==> src/rtl/boot_seq_pkg.sv <==
// ----------------------------------------------------------------------------
// boot_seq_pkg
// Types and constants shared by the boot/start sequencer and its helpers.
//   boot_state_t   : FSM state encoding (also exported on state_o for debug)
//   SP_REG_ADDR    : architectural register written with the initial stack
//                    pointer on every start (x2 / sp)
//   sat_inc8()     : saturating 8-bit increment used by the boot counter
// ----------------------------------------------------------------------------
package boot_seq_pkg;

  typedef enum logic [2:0] {
    POR_WAIT = 3'd0,
    IDLE     = 3'd1,
    START    = 3'd2,
    RUN      = 3'd3,
    HOLD     = 3'd4,
    RELEASE  = 3'd5
  } boot_state_t;

  localparam logic [4:0] SP_REG_ADDR    = 5'd2;
  localparam logic [7:0] BOOT_COUNT_MAX = 8'hFF;

  function automatic logic [7:0] sat_inc8(input logic [7:0] value);
    return (value == BOOT_COUNT_MAX) ? value : value + 8'd1;
  endfunction

endpackage : boot_seq_pkg

==> src/rtl/prio_addr_select.sv <==
// ----------------------------------------------------------------------------
// prio_addr_select
// Combinational priority encoder plus address mux. The lowest set index of
// req_i wins and its XLEN-wide slice of addr_i is returned.
//   req_i   [NUM_SRC]        : request vector, index 0 = highest priority
//   addr_i  [NUM_SRC*XLEN]   : per-source address, slice i for req_i[i]
//   valid_o                  : at least one request is set
//   addr_o  [XLEN]           : address of the winning source (0 when none)
// ----------------------------------------------------------------------------
module prio_addr_select #(
  parameter int XLEN    = 32,
  parameter int NUM_SRC = 2
) (
  input  logic [NUM_SRC-1:0]      req_i,
  input  logic [NUM_SRC*XLEN-1:0] addr_i,
  output logic                    valid_o,
  output logic [XLEN-1:0]         addr_o
);

  // NOTE: every signal assigned in always_comb gets a default first so that
  // no path leaves it unassigned, which would otherwise infer a latch.
  always_comb begin
    valid_o = 1'b0;
    addr_o  = '0;
    // Ascending scan; the first hit locks out the lower-priority sources.
    for (int i = 0; i < NUM_SRC; i++) begin
      if (req_i[i] && !valid_o) begin
        valid_o = 1'b1;
        addr_o  = addr_i[i*XLEN +: XLEN];
      end
    end
  end

endmodule : prio_addr_select

==> src/rtl/boot_start_sequencer.sv <==
// ----------------------------------------------------------------------------
// boot_start_sequencer
// CPU boot/start controller between the debug coprocessor (hardware loader)
// and the MCU core. Provides a power-on delay, prioritised start requesters,
// CPU reset hold/release sequencing, pending-start capture, stack-pointer
// initialisation and a saturating boot counter.
//   clk, reset_n       : clock, asynchronous active-low reset
//   cpu_reset_req      : level, holds the CPU in reset while high
//   start_req          : single-cycle start requests, index 0 highest priority
//   start_addr_in      : per-source start address, slice i for start_req[i]
//   cpu_reset_n_out    : CPU reset, active-low
//   start_pulse        : one-cycle start strobe
//   start_addr         : start address, stable until the next start
//   sp_we/waddr/wdata  : register-file write of the initial stack pointer
//   pending            : a start is latched and waiting for reset release
//   boot_count         : saturating count of issued start pulses
//   state_o            : current FSM state
// ----------------------------------------------------------------------------
module boot_start_sequencer
  import boot_seq_pkg::*;
#(
  parameter int              XLEN               = 32,
  parameter int              NUM_SRC            = 2,
  parameter int              POR_DELAY          = 4,
  parameter int              RELEASE_DELAY      = 2,
  parameter bit              AUTO_START         = 1'b1,
  parameter logic [XLEN-1:0] DEFAULT_START_ADDR = 32'h8000_0000,
  parameter logic [XLEN-1:0] DEFAULT_STACK_ADDR = 32'h8000_3FF0
) (
  input  logic                    clk,
  input  logic                    reset_n,
  input  logic                    cpu_reset_req,
  input  logic [NUM_SRC-1:0]      start_req,
  input  logic [NUM_SRC*XLEN-1:0] start_addr_in,
  output logic                    cpu_reset_n_out,
  output logic                    start_pulse,
  output logic [XLEN-1:0]         start_addr,
  output logic                    sp_we,
  output logic [4:0]              sp_waddr,
  output logic [XLEN-1:0]         sp_wdata,
  output logic                    pending,
  output logic [7:0]              boot_count,
  output logic [2:0]              state_o
);

  localparam int MAX_DELAY = (POR_DELAY > RELEASE_DELAY) ? POR_DELAY : RELEASE_DELAY;
  localparam int CNT_W     = $clog2(MAX_DELAY) + 1;

  localparam logic [CNT_W-1:0] POR_LAST = CNT_W'(POR_DELAY - 1);
  localparam logic [CNT_W-1:0] REL_LAST = CNT_W'(RELEASE_DELAY - 1);

  boot_state_t       state_q, state_d;
  logic [CNT_W-1:0]  cnt_q, cnt_d;
  logic              cpu_rst_n_q, cpu_rst_n_d;
  logic              pulse_q, pulse_d;
  logic [XLEN-1:0]   addr_q, addr_d;
  logic              pend_q, pend_d;
  logic [XLEN-1:0]   pend_addr_q, pend_addr_d;
  logic [7:0]        count_q, count_d;

  logic              req_valid;
  logic [XLEN-1:0]   req_addr;
  logic              capture_valid;
  logic [XLEN-1:0]   capture_addr;
  logic              launch;
  logic [XLEN-1:0]   launch_addr;

  prio_addr_select #(
    .XLEN    (XLEN),
    .NUM_SRC (NUM_SRC)
  ) u_select (
    .req_i   (start_req),
    .addr_i  (start_addr_in),
    .valid_o (req_valid),
    .addr_o  (req_addr)
  );

  // A request arriving this cycle overrides any older pending address.
  assign capture_valid = pend_q | req_valid;
  assign capture_addr  = req_valid ? req_addr : pend_addr_q;

  always_comb begin
    state_d     = state_q;
    cnt_d       = cnt_q;
    pend_d      = pend_q;
    pend_addr_d = pend_addr_q;
    addr_d      = addr_q;
    count_d     = count_q;
    launch      = 1'b0;
    launch_addr = addr_q;

    unique case (state_q)
      POR_WAIT: begin
        pend_d      = capture_valid;
        pend_addr_d = capture_addr;
        if (cnt_q == POR_LAST) begin
          cnt_d = '0;
          if (cpu_reset_req) begin
            state_d = HOLD;
          end else if (capture_valid) begin
            launch      = 1'b1;
            launch_addr = capture_addr;
          end else if (AUTO_START) begin
            launch      = 1'b1;
            launch_addr = DEFAULT_START_ADDR;
          end else begin
            state_d = IDLE;
          end
        end else begin
          cnt_d = cnt_q + CNT_W'(1);
        end
      end

      IDLE, START, RUN: begin
        if (cpu_reset_req) begin
          // Reset wins over a simultaneous request; the request is kept.
          state_d = HOLD;
          if (req_valid) begin
            pend_d      = 1'b1;
            pend_addr_d = req_addr;
          end
        end else if (req_valid) begin
          launch      = 1'b1;
          launch_addr = req_addr;
        end else if (state_q == START) begin
          state_d = RUN;
        end
      end

      HOLD: begin
        pend_d      = capture_valid;
        pend_addr_d = capture_addr;
        if (!cpu_reset_req) begin
          state_d = RELEASE;
          cnt_d   = '0;
        end
      end

      RELEASE: begin
        pend_d      = capture_valid;
        pend_addr_d = capture_addr;
        if (cpu_reset_req) begin
          state_d = HOLD;
        end else if (cnt_q == REL_LAST) begin
          cnt_d = '0;
          if (capture_valid) begin
            launch      = 1'b1;
            launch_addr = capture_addr;
          end else begin
            state_d = IDLE;
          end
        end else begin
          cnt_d = cnt_q + CNT_W'(1);
        end
      end

      default: begin
        state_d = IDLE;
        cnt_d   = '0;
      end
    endcase

    if (launch) begin
      state_d = START;
      addr_d  = launch_addr;
      pend_d  = 1'b0;
      count_d = sat_inc8(count_q);
    end
  end

  // Outputs are registered from the next state so they line up with state_q.
  assign cpu_rst_n_d = !((state_d == POR_WAIT) || (state_d == HOLD));
  assign pulse_d     = (state_d == START);

  // NOTE: sequential state uses non-blocking assignments so every register
  // samples the pre-edge values, independent of statement order.
  always_ff @(posedge clk or negedge reset_n) begin
    if (!reset_n) begin
      state_q     <= POR_WAIT;
      cnt_q       <= '0;
      cpu_rst_n_q <= 1'b0;
      pulse_q     <= 1'b0;
      addr_q      <= DEFAULT_START_ADDR;
      pend_q      <= 1'b0;
      pend_addr_q <= DEFAULT_START_ADDR;
      count_q     <= '0;
    end else begin
      state_q     <= state_d;
      cnt_q       <= cnt_d;
      cpu_rst_n_q <= cpu_rst_n_d;
      pulse_q     <= pulse_d;
      addr_q      <= addr_d;
      pend_q      <= pend_d;
      pend_addr_q <= pend_addr_d;
      count_q     <= count_d;
    end
  end

  assign cpu_reset_n_out = cpu_rst_n_q;
  assign start_pulse     = pulse_q;
  assign sp_we           = pulse_q;
  assign start_addr      = addr_q;
  assign sp_waddr        = SP_REG_ADDR;
  assign sp_wdata        = DEFAULT_STACK_ADDR;
  assign pending         = pend_q;
  assign boot_count      = count_q;
  assign state_o         = state_q;

endmodule : boot_start_sequencer

==> config.mk <==
export PLATFORM = sky130hd
export DESIGN_NAME = boot_start_sequencer
export DESIGN_NICKNAME = d
export VERILOG_FILES = /design/src/rtl/boot_seq_pkg.sv /design/src/rtl/prio_addr_select.sv /design/src/rtl/boot_start_sequencer.sv
export SDC_FILE = /design/constraint.sdc
export NUM_CORES = 1
export LEC_CHECK = 0
export ABC_AREA = 1
export CORE_MARGIN = 2
export CORE_UTILIZATION = 43
export DETAILED_ROUTE_END_ITERATION = 8
export PLACE_DENSITY = 0.9
export SLEW_MARGIN = 0
export SYNTH_ARGS = -nofsm -noshare
export SYNTH_HDL_FRONTEND = slang
export SYNTH_SLANG_ARGS = --single-unit
==> constraint.sdc <==
create_clock -name clk -period 1.4 [get_ports clk]
set_clock_uncertainty 0.05 [all_clocks]
set_input_delay 0.28 -clock clk [delete_from_list [all_inputs] [get_ports clk]]
set_output_delay 0.28 -clock clk [all_outputs]
set_load 0.03 [all_outputs]
==> impl_results.md, run 1 <==
- Status: finished with violations
- Failing checks: negative setup slack
- Number of max-cap violations: 0
- Longest Clk Path Bufs: 2
- Drt drc: 0
- Asr flop ratio synth: 1.00
- Wirelength per Cell: 16.1 µm
- Post-synthesis mux area share: 0
- Synth cell types: 32
- Met3 usage: 0.0607
- CP arrival: 1.77 ns
- Final GP Congestion: 0.875
- Biggest area consumer among synthesized cells: dfrtp_1
- Core area: 11300 µm²
- Commonest cells after routing, fill and taps aside: 194 x nand2_1, 97 x nand3_1, 69 x dfrtp_1
- Total number of vias: 5181
- Mapped Avg Cell Area: 7.27 µm²
- Synth top area cells: dfrtp_1 40%, nand2_1 18%, nand3_1 12%
- Number of synthesized flops with an enable pin: 0
- CTS tree: built
- Met2 GRT Util: 0.415
- Max FO, Critical Path: 10
- Grt peak-use layer: met2
- Post-layout minimum cycle time: 1.60 ns
- Largest net degree at the start of global routing: 41
- CTS H-tree depth: 3
- Chip Width: 111 µm
- Synth Warn #: 0
- Post-synthesis cell area: 4940 µm²
- M1 GR Usage: 0.302
- Congestion Overflow GR: 0
- CP Class: reg -> reg
- Pre-CTS WS: -0.508 ns
- DRT Pass-1 Iters: 6
- Drt via density: 5.28
- Simple logic cell fraction of the synthesized area: 0.334
- Gate Count Post-Synth: 679
- Max frequency: 625 MHz
- Starting Density: 0.436
- Global-route wire length before repair: 24400 µm
- Final setup viols: 80
- RSZ-0062 raised after global routing: true
- Row cnt: 39
- Total wire length: 15800 µm
- Critical Path Sink Type: register
- Share of the synthesized area in the top cell type: 0.400
- Compound-gate portion of the synthesized area: 0.0955
- DP Area: 6540 µm²
- Nets: 908
- P_leak: 3.63 nW
- Power Dens Cells: 2310 nW/µm²
- Final Hold Fails: 0
- Layout Cell Area excl Fill: 7440 µm²
- P&R area growth vs syn: 50.7%
- CTS root buf: clkbuf_16
- Antenna Violating Nets Remaining: 0
- Clk_lat worst skew: 0.33 ns
- Post-synthesis xor/xnor area fraction: 0.00532
- Final slew viol count: 0
- Num CTS Buffers: 9
- Ys flop type: dfrtp_1
- Detailed router's first-iteration violation count: 435
- Setup ws final: -0.200 ns
- CTS sink cnt: 81
- Diode count: 0
- Clk pin slew, worst setup/hold paths: 0.06 ns
- Post-synthesis register bit count: 81
- Fillers: 878
- Main combinational cell family by area after synthesis: simple AND/OR/NAND/NOR gates
- Die area: 12400 µm²
- Share of cells above drive strength 1: 0.296
- Io pins: 153
- Hold Path Class: in -> async
- Sequential area share after synthesis: 0.411
- Synth Area in Adders: 0.0127
- All-Layer GR Usage: 0.242
- Dpl hpwl: 9780 µm
- Post-placement cell count: 951
- Initial antenna violation count: 0
- Commonest non-fill, non-tap cell in the layout: nand2_1
- Port Buffer Count: 115
- Startpoint type of the worst setup path: register
- Height of the die: 111 µm
- Vias in the first global route: 5049
- Hold slack: 0.247 ns
- Final non-filler cell total: 982
- Fin crit share: 1.14
- Worst EP required: 1.57 ns
- VDD IR max: 1.46 mV
## cell type report
| type | count | area, µm² | area share |
|---|---|---|---|
| multi-input combinational | 503 | 2800 | 0.376 |
| sequential | 81 | 2040 | 0.274 |
| timing repair buffer | 184 | 1950 | 0.262 |
| clock buffer | 14 | 244 | 0.0328 |
| inverter | 55 | 216 | 0.0291 |
| tap | 143 | 179 | 0.0240 |
| clock inverter | 2 | 10.0 | 0.00134 |
## worst max-delay path, stage by stage (launching register included)
cell,delay [ns]
dfrtp_1,0.42
inv_2,0.10
ha_4,0.13
nand2_2,0.07
nor2_2,0.14
nand2_2,0.10
nand2_8,0.15
inv_8,0.06
buf_12,0.14
nand2_2,0.06
nand2_1,0.07
## cells by family (layout without fill, tap and decap cells)
kind of cell	Yosys count	in the layout
adders and majority gates	5	5
buffers and inverters	130	255
and+or+nand+nor	381	381
xor gates and xnor gates	3	3
AOI/OAI and AO/OA	77	77
other	2	37
DFF	81	81
## worst paths after layout
path,to,startpoint,slack [ns],cells after the start
setup / recovery,start_addr[16]$_DFFE_PN0P_,cnt_q[1]$_DFFE_PN0P_,-0.20,10
setup reg to reg,start_addr[16]$_DFFE_PN0P_,cnt_q[1]$_DFFE_PN0P_,-0.20,10
max in group asynchronous,start_addr[31]$_DFFE_PN1P_,reset_n,0.58,3
hold reg to reg,start_addr[17]$_DFFE_PN0P_,start_addr[17]$_DFFE_PN0P_,0.44,2
min in group clk,start_addr[17]$_DFFE_PN0P_,start_addr[17]$_DFFE_PN0P_,0.44,2
hold / removal,start_addr[22]$_DFFE_PN0P_,reset_n,0.25,2
## where the power goes
| group | internal [mW] | total (mW) | switching (mW) |
|---|---|---|---|
| clock | 1.20 | 2.12 | 0.924 |
| combinational | 4.67 | 10.8 | 6.17 |
| sequential | 3.47 | 4.22 | 0.756 |
| total | 9.33 | 17.2 | 7.84 |
## flip-flops by register name, indices dropped and copies added (netlist names)
register,count
boot_count,8
cnt_q,3
cpu_reset_n_out,1
pend_addr_q,32
pending,1
sp_we,1
start_addr,32
state_o,3
## synthesized netlist by cell type (2+ instances only)
| master | count |
|---|---|
| nand2_1 | 240 |
| nand3_1 | 115 |
| dfrtp_1 | 79 |
| inv_1 | 52 |
| buf_4 | 42 |
| o211ai_1 | 32 |
| o21ai_1 | 31 |
| buf_2 | 22 |
| nor2_1 | 14 |
| o21ai_0 | 9 |
| clkbuf_1 | 6 |
| ha_1 | 5 |
| a21oi_1 | 3 |
| buf_1 | 3 |
| nor2_4 | 3 |
| buf_6 | 2 |
| conb_1 | 2 |
| dfstp_2 | 2 |
| inv_2 | 2 |
| nand2_4 | 2 |
| xnor2_1 | 2 |
## what timing repair did
| action | CTS | global route |
|---|---|---|
| hold buffers | 1 | 0 |
| endpoints found under the hold margin | 79 | 0 |
| endpoints found under the setup margin | 112 | 102 |
| cloned | 5 | 1 |
| pin swaps | 8 | 9 |
| buffers inserted | 6 | 7 |
| gates resized for setup | 142 | 99 |
## per-stage QoR
stage          setup TNS (ns)  utilization  power [mW]
2_1_floorplan           -2.04            -        9.15
5_1_grt                -16.88        0.657        18.1
6_report               -11.51        0.657        17.2
3_5_place_dp           -33.88        0.577        12.5
3_3_place_gp           -29.67        0.577        12.3
4_1_cts                 -8.13        0.638        16.1
## routing by layer
| layer | vias to the layer above | share of wire |
|---|---|---|
| met1 | 2451 | 0.39 |
| met3 | 36 | 0.075 |
| li1 | 2439 | - |
| met2 | 255 | 0.52 |
| met5 | - | 0 |
| met4 | 0 | 0.018 |
Note: power is estimated with default switching activity, not from simulation.
==> run 2, diff against run 1 <==
- CORE_UTILIZATION: 43 -> 30
- PLACE_DENSITY: 0.9 -> 0.7
==> run 2 against run 1 <==
The run still ends with negative setup slack left. Design area rose by 4.5%. Critical path type unchanged. Utilization fell by 17 points. Highest routed layer unchanged. Hold slack improved by 0.19 ns. Register-to-register slack barely moved. Non-clock buffer count rose by 10.
==> impl_results.md, run 2 (synthesized netlist as in run 1, its figures left out) <==
- Status: finished with violations
- Failing checks: negative setup slack
- Global-route wire length before repair: 24700 µm (+1.4%)
- All-Layer GR Usage: 0.177 (-0.0642)
- Setup ws final: -0.194 ns (+0.00624 ns)
- P&R area growth vs syn: 57.5%
- CP arrival: 1.82 ns (+0.05 ns)
- Dpl hpwl: 10100 µm (+3.5%)
- Congestion Overflow GR: 0 (unchanged)
- Core area: 16000 µm² (+41%)
- Antenna Violating Nets Remaining: 0 (unchanged)
- Vias in the first global route: 4827 (-4.4%)
- Total chip power: 18.1 mW (+5.5%)
- Critical Path Sink Type: register
- DRT Pass-1 Iters: 4 (-2)
- Fin crit share: 1.14 (-0.00446)
- Hold Path Class: reg -> reg
- Worst EP required: 1.63 ns (+0.06 ns)
- Largest net degree at the start of global routing: 82 (+100%)
- Total number of vias: 5114 (-1.3%)
- Longest Clk Path Bufs: 2 (unchanged)
- Chip Width: 132 µm (+19%)
- Io pins: 153 (unchanged)
- Register Area: 2040 µm² (unchanged)
- VDD IR max: 1.03 mV (-29%)
- Clk pin slew, worst setup/hold paths: 0.06 ns (about the same)
- Height of the die: 132 µm (+19%)
- Commonest non-fill, non-tap cell in the layout: nand2_1
- CTS root buf: clkbuf_16
- Commonest cells after routing, fill and taps aside: 207 x nand2_1, 104 x nand3_1, 69 x dfrtp_1
- Max FO, Critical Path: 6 (-4)
- P_leak: 3.77 nW (+3.8%)
- Pre-CTS WS: -0.348 ns (+0.161 ns)
- Drt via density: 4.80 (-9.0%)
- Final GP Congestion: 0.845 (-3.4%)
- Total wire length: 16400 µm (+3.5%)
- Share of cells above drive strength 1: 0.293 (-0.00230)
- Starting Density: 0.309 (-0.128)
- Startpoint type of the worst setup path: register
- Final Hold Fails: 0 (unchanged)
- Die area: 17500 µm² (+42%)
- Clk_lat worst skew: 0.35 ns (+0.02 ns)
- Power Dens Cells: 2330 nW/µm² (+0.95%)
- Row cnt: 46 (+18%)
- DP Area: 6640 µm² (+1.5%)
- Post-layout minimum cycle time: 1.59 ns (-0.00624 ns)
- Detailed router's first-iteration violation count: 297 (-32%)
- Setup TNS: -9.54 ns (+1.97 ns)
- Wirelength per Cell: 15.4 µm (-4.6%)
- CTS tree: built
- RSZ-0062 raised after global routing: true
- Number of max-cap violations: 0 (unchanged)
- CTS sink cnt: 81 (unchanged)
- Initial antenna violation count: 0 (unchanged)
- CP Class: reg -> reg
- Drt drc: 0 (unchanged)
- Num CTS Buffers: 9 (unchanged)
- Layout Cell Area excl Fill: 7780 µm² (+4.5%)
- Diode count: 0 (unchanged)
- Area of the multi-input gates: 2750 µm² (-1.8%)
- Final setup viols: 81 (+1.3%)
- Port Buffer Count: 115 (unchanged)
- Max frequency: 627 MHz (+0.39%)
- Nets: 918 (+1.1%)
- Fillers: 1529 (+74%)
- Final slew viol count: 0 (unchanged)
- CTS H-tree depth: 3 (unchanged)
==> run 2: final timing paths <==
| check | start | to | slack, ns | cells after the start |
|---|---|---|---|---|
| setup / recovery | cnt_q[0]$_DFFE_PN0P_ | start_addr[15]$_DFFE_PN0P_ | -0.19 | 10 |
| hold / removal | start_addr[17]$_DFFE_PN0P_ | start_addr[17]$_DFFE_PN0P_ | 0.43 | 2 |
| min in group asynchronous | reset_n | pend_addr_q[22]$_DFFE_PN0P_ | 0.45 | 3 |
| setup reg to reg | cnt_q[0]$_DFFE_PN0P_ | start_addr[15]$_DFFE_PN0P_ | -0.19 | 10 |
| hold reg to reg | start_addr[17]$_DFFE_PN0P_ | start_addr[17]$_DFFE_PN0P_ | 0.43 | 2 |
| max in group asynchronous | reset_n | start_addr[31]$_DFFE_PN1P_ | 0.47 | 3 |
==> run 2: layer usage <==
| metal | part of all wire | routed length (µm) | up-vias | global-route usage |
|---|---|---|---|---|
| met5 | 0 | 0 | - | 0 |
| met4 | 0.016 | 268 | 0 | 0.0532 |
| met3 | 0.072 | 1180 | 19 | 0.0431 |
| met2 | 0.47 | 7740 | 201 | 0.293 |
| met1 | 0.44 | 7190 | 2426 | 0.230 |
| li1 | - | - | 2468 | - |
==> run 2: area by class of cell <==
class	count	area share
repair buffers	194	0.280
clock inverters	2	0.00450
multi-input cells	503	0.353
inverters	55	0.0285
well taps	216	0.0347
clock buffers	14	0.0365
flip-flops and latches	81	0.263
==> run 2: power by group <==
part / switching, mW / internal (mW) / total, mW
combinational: 6.24 / 5.20 / 11.4
sequential: 0.673 / 3.47 / 4.14
clock: 0.966 / 1.58 / 2.54
==> run 2: critical path: stages (launching register included) <==
cell and delay (ns):
dfrtp_2 0.43, buf_4 0.15, ha_4 0.15, nand2_2 0.09
nor2_2 0.05, nand2_2 0.11, nand2_8 0.10, inv_8 0.12
clkbuf_16 0.16, nand2_1 0.05, nand2_1 0.07
==> run 2: what timing repair did <==
item | in CTS | in global routing
hold endpoints to repair | 79 | 0
gates resized for setup | 125 | 94
hold buffers | 1 | 0
endpoints found under the setup margin | 110 | 91
buffers inserted | 13 | 5
pin swaps | 5 | 11
gates cloned | 6 | 4
==> run 2: through the flow <==
stage	std cells	utilization	hold slack, ns
3_5_place_dp	1023	0.415	0.298
6_report	1065	0.486	0.435
5_1_grt	1065	0.486	0.452
2_1_floorplan	714	-	-0.0656
3_3_place_gp	1023	0.415	0.299
4_1_cts	1059	0.465	0.440
